## config.mk

```make
export PLATFORM = sky130hd
export DESIGN_NAME = if_fetch_unit_flat
export DESIGN_NICKNAME = d
export VERILOG_FILES = /design/src/rtl/if_fetch_unit_pkg.sv /design/src/rtl/if_fetch_unit_if.sv /design/src/rtl/if_fetch_unit_wb_master.sv /design/src/rtl/if_fetch_unit.sv /design/src/flat_wrapper.sv
export SDC_FILE = /design/constraint.sdc
export NUM_CORES = 1
export LEC_CHECK = 0
export ABC_AREA = 1
export BUFFER_PORTS_ARGS = -buffer_cell sky130_fd_sc_hd__buf_2
export CORE_ASPECT_RATIO = 2
export CORE_MARGIN = 5
export CORE_UTILIZATION = 47
export CTS_CLUSTER_SIZE = 25
export DETAILED_ROUTE_END_ITERATION = 12
export HOLD_SLACK_MARGIN = 0.15
export PLACE_DENSITY = 0.8
export REMOVE_ABC_BUFFERS = 1
export SKIP_LAST_GASP = 1
export SLEW_MARGIN = 25
export SYNTH_ARGS = -nofsm -noshare
export SYNTH_HDL_FRONTEND = slang
export SYNTH_HIERARCHICAL = 1
export SYNTH_SLANG_ARGS = --single-unit
```

## constraint.sdc

```tcl
create_clock -name clk -period 1.8 [get_ports clk]
set_input_delay 0.27 -clock clk [delete_from_list [all_inputs] [get_ports clk]]
set_output_delay 0.27 -clock clk [all_outputs]
set_load 0.05 [all_outputs]
```

## src/rtl/if_fetch_unit_pkg.sv

```systemverilog
// Shared types and constants for the instruction-fetch stage.
package if_fetch_unit_pkg;

    typedef enum logic [1:0] {
        StStart,
        StFetch,
        StDone,
        StDiscard
    } fetch_state_e;

    localparam int unsigned INST_BYTES = 4;
    localparam logic [31:0] NOP_INST   = 32'h0000_0013;
    localparam int unsigned STALL_BIT  = 0;
    localparam int unsigned FLUSH_BIT  = 1;

endpackage

```

## src/rtl/if_fetch_unit_if.sv

```systemverilog
// Wishbone classic bus bundle between the fetch stage (master) and instruction memory (slave).
interface if_fetch_unit_if #(
    parameter int unsigned ADDR_WIDTH = 32,
    parameter int unsigned DATA_WIDTH = 32
) ();

    logic                    wb_cyc_o;
    logic                    wb_stb_o;
    logic                    wb_we_o;
    logic [DATA_WIDTH/8-1:0] wb_sel_o;
    logic [ADDR_WIDTH-1:0]   wb_adr_o;
    logic [DATA_WIDTH-1:0]   wb_dat_i;
    logic                    wb_ack_i;

    modport master (
        output wb_cyc_o, wb_stb_o, wb_we_o, wb_sel_o, wb_adr_o,
        input  wb_dat_i, wb_ack_i
    );

    modport slave (
        input  wb_cyc_o, wb_stb_o, wb_we_o, wb_sel_o, wb_adr_o,
        output wb_dat_i, wb_ack_i
    );

endinterface

```

## src/rtl/if_fetch_unit_wb_master.sv

```systemverilog
// Wishbone classic single-read master: a start pulse opens a cycle at addr_i, which stays
// registered and asserted until the slave acknowledges.
module if_wb_master
    import if_fetch_unit_pkg::*;
#(
    parameter int unsigned ADDR_WIDTH = 32,
    parameter int unsigned DATA_WIDTH = 32
) (
    input  logic                  clk,
    input  logic                  reset,
    input  logic                  start_i,
    input  logic [ADDR_WIDTH-1:0] addr_i,
    output logic                  ack_o,
    output logic [DATA_WIDTH-1:0] data_o,
    output logic                  busy_o,
    if_fetch_unit_if.master       wb
);

    logic                  cyc_q, cyc_d;
    logic [ADDR_WIDTH-1:0] adr_q, adr_d;

    // A start in the ack cycle chains straight into the next transfer.
    always_comb begin
        cyc_d = cyc_q;
        adr_d = adr_q;
        if (cyc_q && wb.wb_ack_i) begin
            cyc_d = 1'b0;
        end
        if (start_i) begin
            cyc_d = 1'b1;
            adr_d = addr_i;
        end
    end

    always_ff @(posedge clk) begin
        if (reset) begin
            cyc_q <= 1'b0;
            adr_q <= '0;
        end else begin
            cyc_q <= cyc_d;
            adr_q <= adr_d;
        end
    end

    assign wb.wb_cyc_o = cyc_q;
    assign wb.wb_stb_o = cyc_q;
    assign wb.wb_we_o  = 1'b0;
    assign wb.wb_sel_o = '1;
    assign wb.wb_adr_o = adr_q;

    assign ack_o  = cyc_q & wb.wb_ack_i;
    assign data_o = wb.wb_dat_i;
    assign busy_o = cyc_q;

endmodule

```

## src/rtl/if_fetch_unit.sv

```systemverilog
// Instruction-fetch stage: owns the PC and runs one Wishbone read per instruction.
// Optional misaligned-redirect flag enabled by defining IF_FAULT_CHECK_EN.
module if_fetch_unit
    import if_fetch_unit_pkg::*;
#(
    parameter int unsigned           ADDR_WIDTH = 32,
    parameter int unsigned           DATA_WIDTH = 32,
    parameter logic [ADDR_WIDTH-1:0] PC_ADDR    = 32'h8000_0000
) (
    input  logic                  clk,
    input  logic                  reset,
    input  logic [1:0]            pc_stall_and_flush,
    input  logic [ADDR_WIDTH-1:0] branch_target,
    if_fetch_unit_if.master       wb,
    output logic [ADDR_WIDTH-1:0] if_pc,
    output logic [DATA_WIDTH-1:0] if_inst,
    output logic                  if_valid,
    output logic                  im_busy,
    output logic                  if_fault
);

    fetch_state_e          state_q, state_d;
    logic [ADDR_WIDTH-1:0] pc_q, pc_d, target;
    logic [DATA_WIDTH-1:0] inst_q, inst_d, bus_data;
    logic                  stall, flush, bus_start, bus_ack, bus_busy;

    assign stall  = pc_stall_and_flush[STALL_BIT];
    assign flush  = pc_stall_and_flush[FLUSH_BIT];
    assign target = branch_target & ~ADDR_WIDTH'(INST_BYTES - 1);

    always_comb begin
        state_d = state_q;
        pc_d    = pc_q;
        inst_d  = inst_q;
        unique case (state_q)
            StStart: state_d = StFetch;
            StFetch: begin
                if (flush) begin
                    pc_d    = target;
                    state_d = bus_ack ? StFetch : StDiscard;
                end else if (bus_ack) begin
                    inst_d  = bus_data;
                    state_d = StDone;
                end
            end
            StDone: begin
                if (flush) begin
                    pc_d    = target;
                    state_d = StFetch;
                end else if (!stall) begin
                    pc_d    = pc_q + ADDR_WIDTH'(INST_BYTES);
                    state_d = StFetch;
                end
            end
            StDiscard: begin
                // The latest redirect wins; the stale transfer still runs to its ack.
                if (flush) begin
                    pc_d = target;
                end
                if (bus_ack) begin
                    state_d = StFetch;
                end
            end
            default: state_d = StStart;
        endcase
        bus_start = (state_d == StFetch) && ((state_q != StFetch) || bus_ack);
    end

    always_ff @(posedge clk) begin
        if (reset) begin
            state_q <= StStart;
            pc_q    <= PC_ADDR;
            inst_q  <= DATA_WIDTH'(NOP_INST);
        end else begin
            state_q <= state_d;
            pc_q    <= pc_d;
            inst_q  <= inst_d;
        end
    end

    if_wb_master #(
        .ADDR_WIDTH(ADDR_WIDTH),
        .DATA_WIDTH(DATA_WIDTH)
    ) u_wb_master (
        .clk    (clk),
        .reset  (reset),
        .start_i(bus_start),
        .addr_i (pc_d),
        .ack_o  (bus_ack),
        .data_o (bus_data),
        .busy_o (bus_busy),
        .wb     (wb)
    );

    assign if_pc    = pc_q;
    assign if_valid = (state_q == StDone);
    assign im_busy  = (state_q != StDone);
    assign if_inst  = if_valid ? inst_q : DATA_WIDTH'(NOP_INST);

`ifdef IF_FAULT_CHECK_EN
    logic fault_q, fault_d;

    // Sticky until the instruction fetched from the redirect leaves DONE.
    always_comb begin
        fault_d = fault_q;
        if (state_q == StDone && (flush || !stall)) begin
            fault_d = 1'b0;
        end
        if (flush && state_q != StStart) begin
            fault_d = |branch_target[1:0];
        end
    end

    always_ff @(posedge clk) begin
        if (reset) begin
            fault_q <= 1'b0;
        end else begin
            fault_q <= fault_d;
        end
    end

    assign if_fault = fault_q && (state_q == StDone);
`else
    assign if_fault = 1'b0;
`endif

    a_bus_open_while_fetching : assert property (@(posedge clk) disable iff (reset)
        (state_q inside {StFetch, StDiscard}) |-> bus_busy);

endmodule

```

## src/flat_wrapper.sv

```systemverilog
// flat-port wrapper written by rule: the top's interface ports become plain ports
module if_fetch_unit_flat import if_fetch_unit_pkg::*;
#(
    parameter int unsigned           ADDR_WIDTH = 32,
    parameter int unsigned           DATA_WIDTH = 32,
    parameter logic [ADDR_WIDTH-1:0] PC_ADDR    = 32'h8000_0000
)
  (clk, reset, pc_stall_and_flush, branch_target, if_pc, if_inst, if_valid, im_busy, if_fault, wb_wb_cyc_o, wb_wb_stb_o, wb_wb_we_o, wb_wb_sel_o, wb_wb_adr_o, wb_wb_dat_i, wb_wb_ack_i);
  if_fetch_unit_if #(.ADDR_WIDTH(ADDR_WIDTH), .DATA_WIDTH(DATA_WIDTH)) wb_i ();
  input  logic clk;
  input  logic reset;
  input  logic [1:0] pc_stall_and_flush;
  input  logic [ADDR_WIDTH-1:0] branch_target;
  output logic [ADDR_WIDTH-1:0] if_pc;
  output logic [DATA_WIDTH-1:0] if_inst;
  output logic if_valid;
  output logic im_busy;
  output logic if_fault;
  output wire logic [$bits(wb_i.wb_cyc_o)-1:0] wb_wb_cyc_o;
  output wire logic [$bits(wb_i.wb_stb_o)-1:0] wb_wb_stb_o;
  output wire logic [$bits(wb_i.wb_we_o)-1:0] wb_wb_we_o;
  output wire logic [$bits(wb_i.wb_sel_o)-1:0] wb_wb_sel_o;
  output wire logic [$bits(wb_i.wb_adr_o)-1:0] wb_wb_adr_o;
  input wire logic [$bits(wb_i.wb_dat_i)-1:0] wb_wb_dat_i;
  input wire logic [$bits(wb_i.wb_ack_i)-1:0] wb_wb_ack_i;
  assign wb_wb_cyc_o = wb_i.wb_cyc_o;
  assign wb_wb_stb_o = wb_i.wb_stb_o;
  assign wb_wb_we_o = wb_i.wb_we_o;
  assign wb_wb_sel_o = wb_i.wb_sel_o;
  assign wb_wb_adr_o = wb_i.wb_adr_o;
  assign wb_i.wb_dat_i = wb_wb_dat_i;
  assign wb_i.wb_ack_i = wb_wb_ack_i;
  if_fetch_unit #(.ADDR_WIDTH(ADDR_WIDTH), .DATA_WIDTH(DATA_WIDTH), .PC_ADDR(PC_ADDR)) u_core (.clk(clk), .reset(reset), .pc_stall_and_flush(pc_stall_and_flush), .branch_target(branch_target), .wb(wb_i), .if_pc(if_pc), .if_inst(if_inst), .if_valid(if_valid), .im_busy(im_busy), .if_fault(if_fault));
endmodule
```

**Word level (Yosys, flattened, before mapping)**

Cells that the tools add are included.

- Bits in registers: 99
- Latch bits: 0
- Bits in writable memories: 0
- Memory bits (read-only): 0
- Memories kept: 0

- $add $sub $neg: 1
- Multipliers: 0
- Div/mod/pow operators: 0
- Order comparisons: 0
- Eq/ne operators: 6
- Shift-type cells: 0
- Mux-type cells: 14
- Bitwise operators: 2
- Reduce and logical (&&, ||, !) cells: 7

Operators by type and width:

| operator | count |
|---|---|
| two-way mux 32 bit | 4 |
| one-hot mux 32 bit (2 select lines) | 1 |
| adder 32 x 3 -> 32 bit (second input constant) | 1 |
| two-way mux 2 bit | 6 |
| one-hot mux 2 bit (4 select lines) | 1 |
| == test 2 x 1 -> 1 bit (second input constant) | 2 |
| == test 2 bit (second input constant) | 2 |
| AND reduction 3 bit | 1 |
| logical AND 1 bit | 2 |
| zero test 2 bit | 1 |
| two-way mux 1 bit | 2 |
| != test 2 x 1 -> 1 bit (second input constant) | 1 |
| != test 2 bit (second input constant) | 1 |
| nonzero test 2 bit | 1 |
| OR reduction 2 bit | 1 |
| AND 1 bit | 1 |
| logical OR 1 bit | 1 |
| NOT 1 bit | 1 |

**Logic depth before layout (Yosys ltp)**

Gate-level depths: netlist (run 1).

- Word-level depth: 7
- Depth in mapped cells: 13

**By module**

The synthesis (run 1) kept the hierarchy.

Modules (own cells, without submodules):

| module | times used | cells an instance | area each (µm²) |
|---|---|---|---|
| if_fetch_unit | 1 | 688 | 4257.8 |
| if_wb_master | 1 | 186 | 1460.2 |

**Worst setup path before layout (run 1)**

Ideal clock, no wire load.

- Path type: register -> output
- Start point: reg u_core.state_q[0]
- End point: out if_inst[22]
- Arrival: 1.872 ns
- Data required time: 1.530 ns
- Setup slack: -0.342 ns
- Cell stages (with the launch flop): 7
- Buffers on the path: 3
- Cells stage by stage: dfxtp_1 -> buf_2 -> inv_2 -> nand2_2 -> buf_6 -> clkbuf_1 -> nor2_1

- Longest elaborated chain between the ends: 2

Ends and longest elaborated chain:

| item | line | text |
|---|---|---|
| from (decl) | if_fetch_unit.sv:22 | `fetch_state_e state_q, state_d;` |
| from (signal assigned) | if_fetch_unit.sv:71 | `state_q <= StStart;` |
| from (signal assigned) | if_fetch_unit.sv:75 | `state_q <= state_d;` |
| == test 2 bit | if_fetch_unit.sv:96 | `assign if_valid = (state_q == StDone);` |
| two-way mux 32 bit | if_fetch_unit.sv:98 | `assign if_inst = if_valid ? inst_q : DATA_WIDTH'(NOP_INST);` |
| to (decl) | flat_wrapper.sv:15 | `output logic [DATA_WIDTH-1:0] if_inst;` |

Every way passes these cells.

**Worst setup path after layout (run 1)**

- Start point: reg u_core.state_q[0]
- End point: reg u_core.u_wb_master.adr_q[4] (netlist: u_core/u_wb_master/wb.wb_adr_o[4])

- Longest elaborated chain between the ends: 5
- Elaborated cells on any way between the ends: 16
- Classes of those cells: 5 x eq/ne; 7 x mux; 4 x reduce/logical

Ends and longest elaborated chain:

| item | line | text |
|---|---|---|
| two-way mux 2 bit (on tied branches) | if_fetch_unit.sv:50, if_fetch_unit.sv:41 |  |
| two-way mux 2 bit (on tied branches) | if_fetch_unit.sv:47, if_fetch_unit.sv:38 |  |
| one-hot mux 2 bit (4 select lines) | if_fetch_unit.sv:35 | `unique case (state_q)` |
| == test 2 x 1 -> 1 bit | if_fetch_unit.sv:66 | `bus_start = (state_d == StFetch) && ((state_q != StFetch) \|\| bus_ack);` |
| logical AND 1 bit (*) | if_fetch_unit.sv:66 |  |
| via u_core.bus_start | if_fetch_unit.sv:25 | `logic stall, flush, bus_start, bus_ack, bus_busy;` |
| to (signal assigned) | if_fetch_unit_wb_master.sv:41 | `adr_q <= adr_d;` |
| to (decl) | if_fetch_unit_wb_master.sv:20 | `logic [ADDR_WIDTH-1:0] adr_q, adr_d;` |

The timed path passes the listed nets; every way through them passes the cells marked *.
A chain may end at the register's enable or synchronous reset.

==> impl_metrics.prom, run 1 <==
# TYPE chip_impl_metric gauge
chip_impl_info{name="run_status",value="completed"} 1
chip_impl_metric{name="dp_hpwl",unit="mm"} 12.6
chip_impl_metric{name="core_region_area",unit="sq mm"} 0.0121
chip_impl_metric{name="grt_pass1_wl",unit="mm"} 27.3
chip_impl_metric{name="synth-seq-cells",unit=""} 99
chip_impl_metric{name="cts.htree.levels",unit=""} 3
chip_impl_metric{name="floorplan.initialDensity",unit="%"} 47.4
chip_impl_metric{name="r2r.worst_path.cells",unit=""} 8
chip_impl_metric{name="skew",unit="ns"} 0.00922
chip_impl_metric{name="timing.critical_path.slowest_cell_delay",unit="ns"} 0.38
chip_impl_metric{name="port_buffer_count",unit=""} 166
chip_impl_info{name="setup.worst_path.start_class",value="flip-flop"} 1
chip_impl_metric{name="synth-seq-area-share",unit="%"} 34.7
chip_impl_metric{name="power_per_cell_area",unit="mW/mm^2"} 897
chip_impl_info{name="r2r_start",value="u_core/state_q[0]"} 1
chip_impl_metric{name="grt_pass1_vias",unit=""} 5917
chip_impl_metric{name="drv_slew",unit=""} 0
chip_impl_metric{name="grt_max_degree",unit=""} 62
chip_impl_metric{name="sink_count_of_the_clock_tree",unit=""} 99
chip_impl_metric{name="clockPowerShare",unit="%"} 34.9
chip_impl_metric{name="synthDistinctLibCells",unit=""} 38
chip_impl_metric{name="placement.setup.worst_slack",unit="ns"} 0.0588
chip_impl_info{name="cts.root.buffer_cell",value="sky130_fd_sc_hd__clkbuf_16"} 1
chip_impl_metric{name="power.total",unit="uW"} 6410
chip_impl_metric{name="cp_data_arrival_time",unit="ns"} 2.02
chip_impl_metric{name="detailed_routing_iteration_count_for_the_pre_antenna_repair_pass",unit=""} 6
chip_impl_metric{name="placementRows",unit=""} 57
chip_impl_metric{name="die-area",unit="sq mm"} 0.0146
chip_impl_metric{name="drc_errors",unit=""} 0
chip_impl_metric{name="worstPathMaxFanout",unit=""} 9
chip_impl_metric{name="ctsLongestPathBuffers",unit=""} 2
chip_impl_metric{name="drtIter0Drc",unit=""} 460
chip_impl_metric{name="fmaxAchievable",unit="GHz"} 0.561
chip_impl_metric{name="route.vias.total",unit=""} 6003
chip_impl_info{name="setup.worst_path.start",value="u_core/state_q[0]"} 1
chip_impl_info{name="critical_path_slowest_stage_cell",value="sky130_fd_sc_hd__o31ai_1"} 1
chip_impl_metric{name="total_switching_power",unit="uW"} 2180
chip_impl_info{name="min_delay_worst_endpoint",value="u_core/u_wb_master/busy_o"} 1
chip_impl_metric{name="share_comb_of_total_power",unit="%"} 26.4
chip_impl_metric{name="min_period_over_period",unit="%"} 99.1
chip_impl_metric{name="final_setup_vio_count",unit=""} 0
chip_impl_metric{name="fin_crit_period",unit="ns"} 1.78
chip_impl_info{name="timing.setup.critical_path_class",value="flip-flop to flip-flop"} 1
chip_impl_metric{name="cellLeakagePower",unit="uW"} 0.00343
chip_impl_metric{name="postLayoutCoreUtil",unit="%"} 59.3
chip_impl_metric{name="overall_global_routing_usage",unit="%"} 23.6
chip_impl_metric{name="wl",unit="mm"} 17.5
chip_impl_metric{name="internal_power",unit="uW"} 4230
chip_impl_metric{name="layout_setup_ws",unit="ns"} 0.0165
chip_impl_metric{name="cp_data_required_time",unit="ns"} 2.04
chip_impl_info{name="critical_path_end_type",value="flip-flop"} 1
chip_impl_metric{name="switching_share",unit="%"} 34.1
chip_impl_metric{name="clkLatencyLatePin",unit="ns"} 0.34
chip_impl_metric{name="nNetsFinal",unit=""} 1097
chip_impl_metric{name="maxCapViolations",unit=""} 0
chip_impl_metric{name="gp_congestion",unit=""} 0.902
chip_impl_metric{name="ant_nets",unit=""} 0
chip_impl_metric{name="antenna-diode-count",unit=""} 0
chip_impl_metric{name="seqPwrFrac",unit="%"} 38.7
chip_impl_metric{name="areaGrowthSynthToFinish",unit="%"} 24.9
chip_impl_metric{name="synth_warnings",unit=""} 6
chip_impl_info{name="critPathMostFrequentCell",value="sky130_fd_sc_hd__buf_4"} 1
chip_impl_metric{name="vdd_ir_drop_max",unit="V"} 0.000588
chip_impl_metric{name="globalRoute.totalOverflow",unit=""} 0
chip_impl_metric{name="overall_die_height",unit="microns"} 166
chip_impl_metric{name="post_route_cells_drive_above_1_share",unit="%"} 28.8
chip_impl_info{name="min-delay-start",value="wb_wb_ack_i"} 1
chip_impl_metric{name="post_synth.cell_area_avg",unit="sq um"} 6.54
chip_impl_info{name="rsz_0062_raised_after_global_routing",value="true"} 1
chip_impl_metric{name="timing.setup.tns",unit="ns"} 0
chip_impl_metric{name="grt_antenna_before_repair",unit=""} 0
chip_impl_info{name="hold_path.class",value="primary input to flip-flop"} 1
chip_impl_metric{name="r2r_slack",unit="ns"} 0.02
chip_impl_metric{name="finalHoldViolations",unit=""} 0
chip_impl_metric{name="syn_area",unit="sq mm"} 0.00572
chip_impl_info{name="crit_path_cell_trace",value="inv_2 > buf_4 > o31ai_1 > nor2_2 > buf_4 > clkbuf_16 > o21ai_0 > nor2_1"} 1
chip_impl_metric{name="numCtsBuffers",unit=""} 9
chip_impl_metric{name="via_per_inst",unit=""} 5.09
chip_impl_metric{name="synth-edff-count",unit=""} 0
chip_impl_info{name="synthFlopType",value="sky130_fd_sc_hd__dfxtp_1"} 1
chip_impl_metric{name="clk_transition_reported_paths",unit="ns"} 0.07
chip_impl_info{name="layout.cells.most_common_list",value="sky130_fd_sc_hd__buf_2, sky130_fd_sc_hd__nor2_1, sky130_fd_sc_hd__nand2_1"} 1
chip_impl_metric{name="drt-wirelength-per-cell",unit="microns"} 14.8
chip_impl_info{name="cts_tree",value="yes"} 1
chip_impl_metric{name="asyncSetResetFlopFracSynth",unit="%"} 0
chip_impl_metric{name="whs_path_depth",unit=""} 4
chip_impl_info{name="r2r_end",value="u_core/u_wb_master/wb.wb_adr_o[4]"} 1
chip_impl_metric{name="post_synth_inst_count",unit=""} 874
chip_impl_metric{name="boundaryPins",unit=""} 175
chip_impl_metric{name="die_width",unit="microns"} 88.0
-- power groups by stage --
stage	combinational (uW)	sequential, uW	clock (uW)
2_1_floorplan	569	3030	0
3_3_place_gp	1620	2520	0
3_5_place_dp	1630	2530	0
4_1_cts	1640	2480	2290
5_1_grt	1830	2500	2360
6_report	1690	2480	2230
-- cell usage after synthesis (3+ instances only) --
master                       n  area (sq um)
sky130_fd_sc_hd__buf_2      11          55.1
sky130_fd_sc_hd__xor2_1      7          61.3
sky130_fd_sc_hd__nor2_4      9           101
sky130_fd_sc_hd__nand2_2     8          50.1
sky130_fd_sc_hd__clkbuf_4    3          22.5
sky130_fd_sc_hd__nor3_1      8          40.0
sky130_fd_sc_hd__o22ai_1     6          37.5
sky130_fd_sc_hd__nand2_1   138           518
sky130_fd_sc_hd__o21ai_1     9          45.0
sky130_fd_sc_hd__buf_4      45           338
sky130_fd_sc_hd__buf_6       5          56.3
sky130_fd_sc_hd__o21ai_0    75           375
sky130_fd_sc_hd__or2_2       7          43.8
sky130_fd_sc_hd__nand3_2     3          30.0
sky130_fd_sc_hd__inv_2       5          18.8
sky130_fd_sc_hd__a21oi_2     5          43.8
sky130_fd_sc_hd__a21oi_1    53           265
sky130_fd_sc_hd__inv_1     114           428
sky130_fd_sc_hd__nand4_1    15          93.8
sky130_fd_sc_hd__clkbuf_2    3          15.0
sky130_fd_sc_hd__o32ai_1    11          96.3
sky130_fd_sc_hd__conb_1      3          11.3
sky130_fd_sc_hd__dfxtp_1    99          1980
sky130_fd_sc_hd__nor2_1    165           619
sky130_fd_sc_hd__nand3_1    35           175
sky130_fd_sc_hd__clkbuf_1   13          48.8
sky130_fd_sc_hd__nor2_2      8          50.1
-- layout make-up --
cell class	count	area (sq um)
repair buffers	219	1350
flip-flops and latches	99	2000
fillers	1154	4910
inverters	120	450
clock inverters	6	113
multi-input cells	578	2820
well taps	147	184
clock buffers	10	229
-- stage by stage --
step | hold WS [ns] | std cells | cell area [sq um]
after CTS | 0.183 | 1173 | 6990
after floorplan | 0.332 | 797 | 5190
final | 0.194 | 1179 | 7140
after global placement | 0.437 | 1154 | 6610
after detailed placement | 0.443 | 1154 | 6610
after global routing | 0.198 | 1179 | 7140
-- flip-flops by register name, indices dropped and copies added (netlist names) --
name and cells:
u_core/if_pc 32, u_core/state_q 2, u_core/u_wb_master/busy_o 1, u_core/inst_q 32, u_core/u_wb_master/wb.wb_adr_o 32
-- logic make-up after synthesis --
logic type                 synth area share (%)
DFF                                        34.7
AOI/OAI and AO/OA                          15.9
and+or+nand+nor                            30.7
adders and majority gates                 0.219
xor gates and xnor gates                   1.07
other                                     0.197
buffers and inverters                      17.2
-- metal layers --
| metal | routed length, microns | share of wire (%) | track usage [%] | up-vias |
|---|---|---|---|---|
| met3 | 1210 | 6.9 | 4.47 | 63 |
| met1 | 6140 | 35 | 23.6 | 2688 |
| met2 | 9290 | 53 | 42.4 | 239 |
| li1 | - | - | - | 3013 |
| met5 | 0 | 0 | 0 | - |
| met4 | 851 | 4.9 | 15.0 | 0 |
-- worst max-delay path: cells and delay by family (launching register included) --
kind / cells / cell delay, ns
simple gates: 2 / 0.20
buf+inv: 4 / 0.58
flops: 1 / 0.36
compound gates: 2 / 0.55
-- worst max path at each step --
stage,endpoint,slack [ns]
after global routing,u_core/u_wb_master/wb.wb_adr_o[21],-0.04
after floorplan,u_core/u_wb_master/wb.wb_adr_o[30],-2.06
final,u_core/u_wb_master/wb.wb_adr_o[4],0.02
after global placement,u_core/u_wb_master/wb.wb_adr_o[26],0.09
after CTS,if_inst[4],-0.01
after detailed placement,u_core/u_wb_master/wb.wb_adr_o[26],0.06
-- repair_timing --
item,CTS,global route
buffers inserted,0,4
cloned,0,2
hold buffers,3,0
resized for setup,3,27
endpoints found under the hold margin,3,0
setup endpoints to repair,3,34
pin swaps,0,12
(Power assumes the default switching activity.)
==> run 2, diff against run 1 <==
--- a/config.mk
+++ b/config.mk
@@ -9,11 +9,11 @@
 export BUFFER_PORTS_ARGS = -buffer_cell sky130_fd_sc_hd__buf_2
 export CORE_ASPECT_RATIO = 2
 export CORE_MARGIN = 5
-export CORE_UTILIZATION = 47
+export CORE_UTILIZATION = 55
 export CTS_CLUSTER_SIZE = 25
 export DETAILED_ROUTE_END_ITERATION = 12
 export HOLD_SLACK_MARGIN = 0.15
-export PLACE_DENSITY = 0.8
+export PLACE_DENSITY = 0.88
 export REMOVE_ABC_BUFFERS = 1
 export SKIP_LAST_GASP = 1
 export SLEW_MARGIN = 25
==> constraint.sdc (replaced) <==
create_clock -name clk -period 2.3 [get_ports clk]
set_input_delay 0.345 -clock clk [delete_from_list [all_inputs] [get_ports clk]]
set_output_delay 0.345 -clock clk [all_outputs]
set_load 0.05 [all_outputs]
==> impl_metrics.prom, run 2 (synthesized netlist as in run 1, its figures left out) <==
# TYPE chip_impl_metric gauge
chip_impl_metric{name="cts.repair.resized",unit=""} 0
chip_impl_metric{name="gr-usage-met2",unit="%"} 45.9
chip_impl_metric{name="worst_slew_pin_slew",unit="ns"} 0.626
chip_impl_info{name="setup.worst_path.start",value="u_core/state_q[0]"} 1
chip_impl_info{name="worst_setup_endpoint",value="if_inst[1]"} 1
chip_impl_metric{name="gp_congestion",unit=""} 0.927
chip_impl_metric{name="timing.critical_path.depth",unit=""} 5
chip_impl_metric{name="cp_data_required_time",unit="ns"} 1.96
chip_impl_metric{name="die-area",unit="sq mm"} 0.0127
chip_impl_metric{name="wl",unit="mm"} 16.1
chip_impl_metric{name="r2r.worst_path.cells",unit=""} 9
chip_impl_metric{name="drc_errors",unit=""} 0
chip_impl_info{name="hold_path.class",value="primary input to flip-flop"} 1
chip_impl_metric{name="cts_hold_repair.buffers",unit=""} 0
chip_impl_metric{name="skew",unit="ns"} 0.00957
chip_impl_metric{name="core_region_area",unit="sq mm"} 0.0101
chip_impl_metric{name="route.vias.total",unit=""} 5895
chip_impl_metric{name="die_width",unit="microns"} 82.1
chip_impl_metric{name="ant_nets",unit=""} 0
chip_impl_metric{name="drv_slew",unit=""} 0
chip_impl_metric{name="worstPathMaxFanout",unit=""} 48
chip_impl_metric{name="ctsLongestPathBuffers",unit=""} 2
chip_impl_info{name="mostFrequentLayoutCell",value="sky130_fd_sc_hd__buf_2"} 1
chip_impl_metric{name="final-instance-count-excl-fill",unit=""} 1129
chip_impl_metric{name="areaGrowthSynthToFinish",unit="%"} 15.6
chip_impl_metric{name="power_per_cell_area",unit="mW/mm^2"} 691
chip_impl_metric{name="grt_pass1_wl",unit="mm"} 25.3
chip_impl_metric{name="critPathBufInv",unit=""} 3
chip_impl_info{name="cts.root.buffer_cell",value="sky130_fd_sc_hd__clkbuf_16"} 1
chip_impl_metric{name="slew-limit-headroom",unit="%"} 58.2
chip_impl_metric{name="hold_slack",unit="ns"} 0.208
chip_impl_metric{name="timing.critical_path.slowest_cell_delay",unit="ns"} 0.32
chip_impl_info{name="cts_tree",value="yes"} 1
chip_impl_info{name="critical_path_slowest_stage_cell",value="sky130_fd_sc_hd__dfxtp_1"} 1
chip_impl_metric{name="dp_hpwl",unit="mm"} 12.1
chip_impl_metric{name="maxCapViolations",unit=""} 0
chip_impl_metric{name="fin_area",unit="sq mm"} 0.00661
chip_impl_metric{name="fin_crit_period",unit="ns"} 2.04
chip_impl_metric{name="clkLatencyLatePin",unit="ns"} 0.34
chip_impl_info{name="layout.cells.most_common_list",value="sky130_fd_sc_hd__buf_2, sky130_fd_sc_hd__nor2_1, sky130_fd_sc_hd__nand2_1"} 1
chip_impl_metric{name="grt_max_degree",unit=""} 62
chip_impl_metric{name="r2r_slack",unit="ns"} 0.35
chip_impl_metric{name="floorplan.initialDensity",unit="%"} 56.3
chip_impl_metric{name="globalRoute.totalOverflow",unit=""} 0
chip_impl_info{name="setup.worst_path.start_class",value="flip-flop"} 1
chip_impl_metric{name="power.total",unit="uW"} 4570
chip_impl_metric{name="sink_count_of_the_clock_tree",unit=""} 99
chip_impl_metric{name="grt_pass1_vias",unit=""} 5647
chip_impl_info{name="run_status",value="completed"} 1
chip_impl_metric{name="finalHoldViolations",unit=""} 0
chip_impl_metric{name="overall_die_height",unit="microns"} 154
chip_impl_metric{name="drt-wirelength-per-cell",unit="microns"} 14.3
chip_impl_metric{name="min_period_over_period",unit="%"} 88.9
chip_impl_metric{name="post_cts_buffers",unit=""} 0
chip_impl_metric{name="numPlacedInstances",unit=""} 1114
chip_impl_metric{name="boundaryPins",unit=""} 175
chip_impl_metric{name="gr-usage-met3",unit="%"} 4.48
chip_impl_metric{name="clk_transition_reported_paths",unit="ns"} 0.06
chip_impl_metric{name="grt_antenna_before_repair",unit=""} 1
chip_impl_info{name="grt.busiest_layer",value="met2"} 1
chip_impl_metric{name="postLayoutCoreUtil",unit="%"} 65.1
chip_impl_metric{name="cts.htree.levels",unit=""} 3
chip_impl_metric{name="whs_path_depth",unit=""} 3
chip_impl_metric{name="drtIter0Drc",unit=""} 406
chip_impl_metric{name="nNetsFinal",unit=""} 1060
chip_impl_info{name="r2r_end",value="u_core/u_wb_master/wb.wb_adr_o[19]"} 1
chip_impl_info{name="rsz_0062_raised_after_global_routing",value="false"} 1
chip_impl_metric{name="numCtsBuffers",unit=""} 9
chip_impl_metric{name="placementRows",unit=""} 52
chip_impl_metric{name="detailed_routing_iteration_count_for_the_pre_antenna_repair_pass",unit=""} 5
chip_impl_info{name="crit_path_cell_trace",value="inv_2 > nand2_2 > buf_12 > or2_2 > buf_2"} 1
chip_impl_metric{name="fmaxAchievable",unit="GHz"} 0.489
chip_impl_metric{name="cellLeakagePower",unit="uW"} 0.00315
chip_impl_metric{name="cp_data_arrival_time",unit="ns"} 1.70
chip_impl_info{name="r2r_start",value="u_core/state_q[0]"} 1
chip_impl_metric{name="post_route_cells_drive_above_1_share",unit="%"} 24.7
chip_impl_info{name="critical_path_end_type",value="output port"} 1
chip_impl_info{name="min-delay-start",value="wb_wb_dat_i[4]"} 1
chip_impl_metric{name="vdd_ir_drop_max",unit="V"} 0.000435
chip_impl_info{name="critical-path-top-delay-family",value="buffers and inverters"} 1
chip_impl_metric{name="antenna-diode-count",unit=""} 0
chip_impl_metric{name="port_buffer_count",unit=""} 166
chip_impl_metric{name="final_setup_vio_count",unit=""} 0
chip_impl_metric{name="via_per_inst",unit=""} 5.22
chip_impl_metric{name="placed_area",unit="sq mm"} 0.00633
chip_impl_metric{name="nFillCells",unit=""} 970
chip_impl_metric{name="overall_global_routing_usage",unit="%"} 25.4
chip_impl_info{name="timing.setup.critical_path_class",value="flip-flop to output port"} 1
chip_impl_metric{name="grt_use_met1",unit="%"} 25.2
==> run 2: cell count changes in the layout (fill, tap and decap cells not counted), moves of 3 or more <==
cell                            before  now
sky130_fd_sc_hd__buf_4              44   15
sky130_fd_sc_hd__dfxtp_1            88   99
sky130_fd_sc_hd__dfxtp_2            11    0
sky130_fd_sc_hd__buf_12              5    1
sky130_fd_sc_hd__nor2_4             13    9
sky130_fd_sc_hd__buf_2             163  166
sky130_fd_sc_hd__bufinv_16           3    0
sky130_fd_sc_hd__dlygate4sd3_1       3    0
sky130_fd_sc_hd__nand3_1            31   34
sky130_fd_sc_hd__nand3_2             7    4
sky130_fd_sc_hd__nor2_2              6    9
==> run 2: worst min-delay path by stage <==
stage                                   end
after floorplan            u_core/if_pc[24]
after global placement    u_core/inst_q[10]
after detailed placement   u_core/inst_q[2]
after CTS                  u_core/inst_q[0]
after global routing       u_core/inst_q[0]
final                      u_core/inst_q[4]
==> run 2: layout make-up <==
class | instances | area, sq um | share of cell area, %
multi-input cells | 578 | 2770 | 41.9
flip-flops and latches | 99 | 1980 | 30.0
repair buffers | 182 | 963 | 14.6
inverters | 120 | 450 | 6.81
clock buffers | 10 | 239 | 3.62
well taps | 135 | 169 | 2.56
clock inverters | 5 | 37.5 | 0.568
==> run 2: metrics by stage <==
step	TNS, ns	worst slack, ns
after floorplan	-67.90	-1.56
after global placement	0	0.370
after detailed placement	0	0.317
after CTS	0	0.267
after global routing	0	0.152
final	0	0.256
==> run 2: power by group <==
part           internal (uW)  leakage [uW]  switching, uW
logic                    310       0.00221            892
clock network            761      0.000131            654
registers               1850      0.000812            102
total                   2920       0.00315           1650
==> run 2: worst register-to-register path, cell delays in order, from the launching register on <==
cell                      delay (ns)
sky130_fd_sc_hd__dfxtp_1        0.32
sky130_fd_sc_hd__inv_2          0.19
sky130_fd_sc_hd__nand2_2        0.12
sky130_fd_sc_hd__inv_2          0.21
sky130_fd_sc_hd__a31oi_1        0.13
sky130_fd_sc_hd__o31ai_1        0.13
sky130_fd_sc_hd__nor2_2         0.09
sky130_fd_sc_hd__inv_2          0.48
sky130_fd_sc_hd__nor2_1         0.09
sky130_fd_sc_hd__nor2_1         0.14
==> run 2: layer usage <==
| layer | share of wire [%] | vias up |
|---|---|---|
| met5 | 0.043 | - |
| met2 | 52 | 264 |
| met4 | 5.5 | 2 |
| li1 | - | 2941 |
| met1 | 35 | 2614 |
| met3 | 7.2 | 74 |
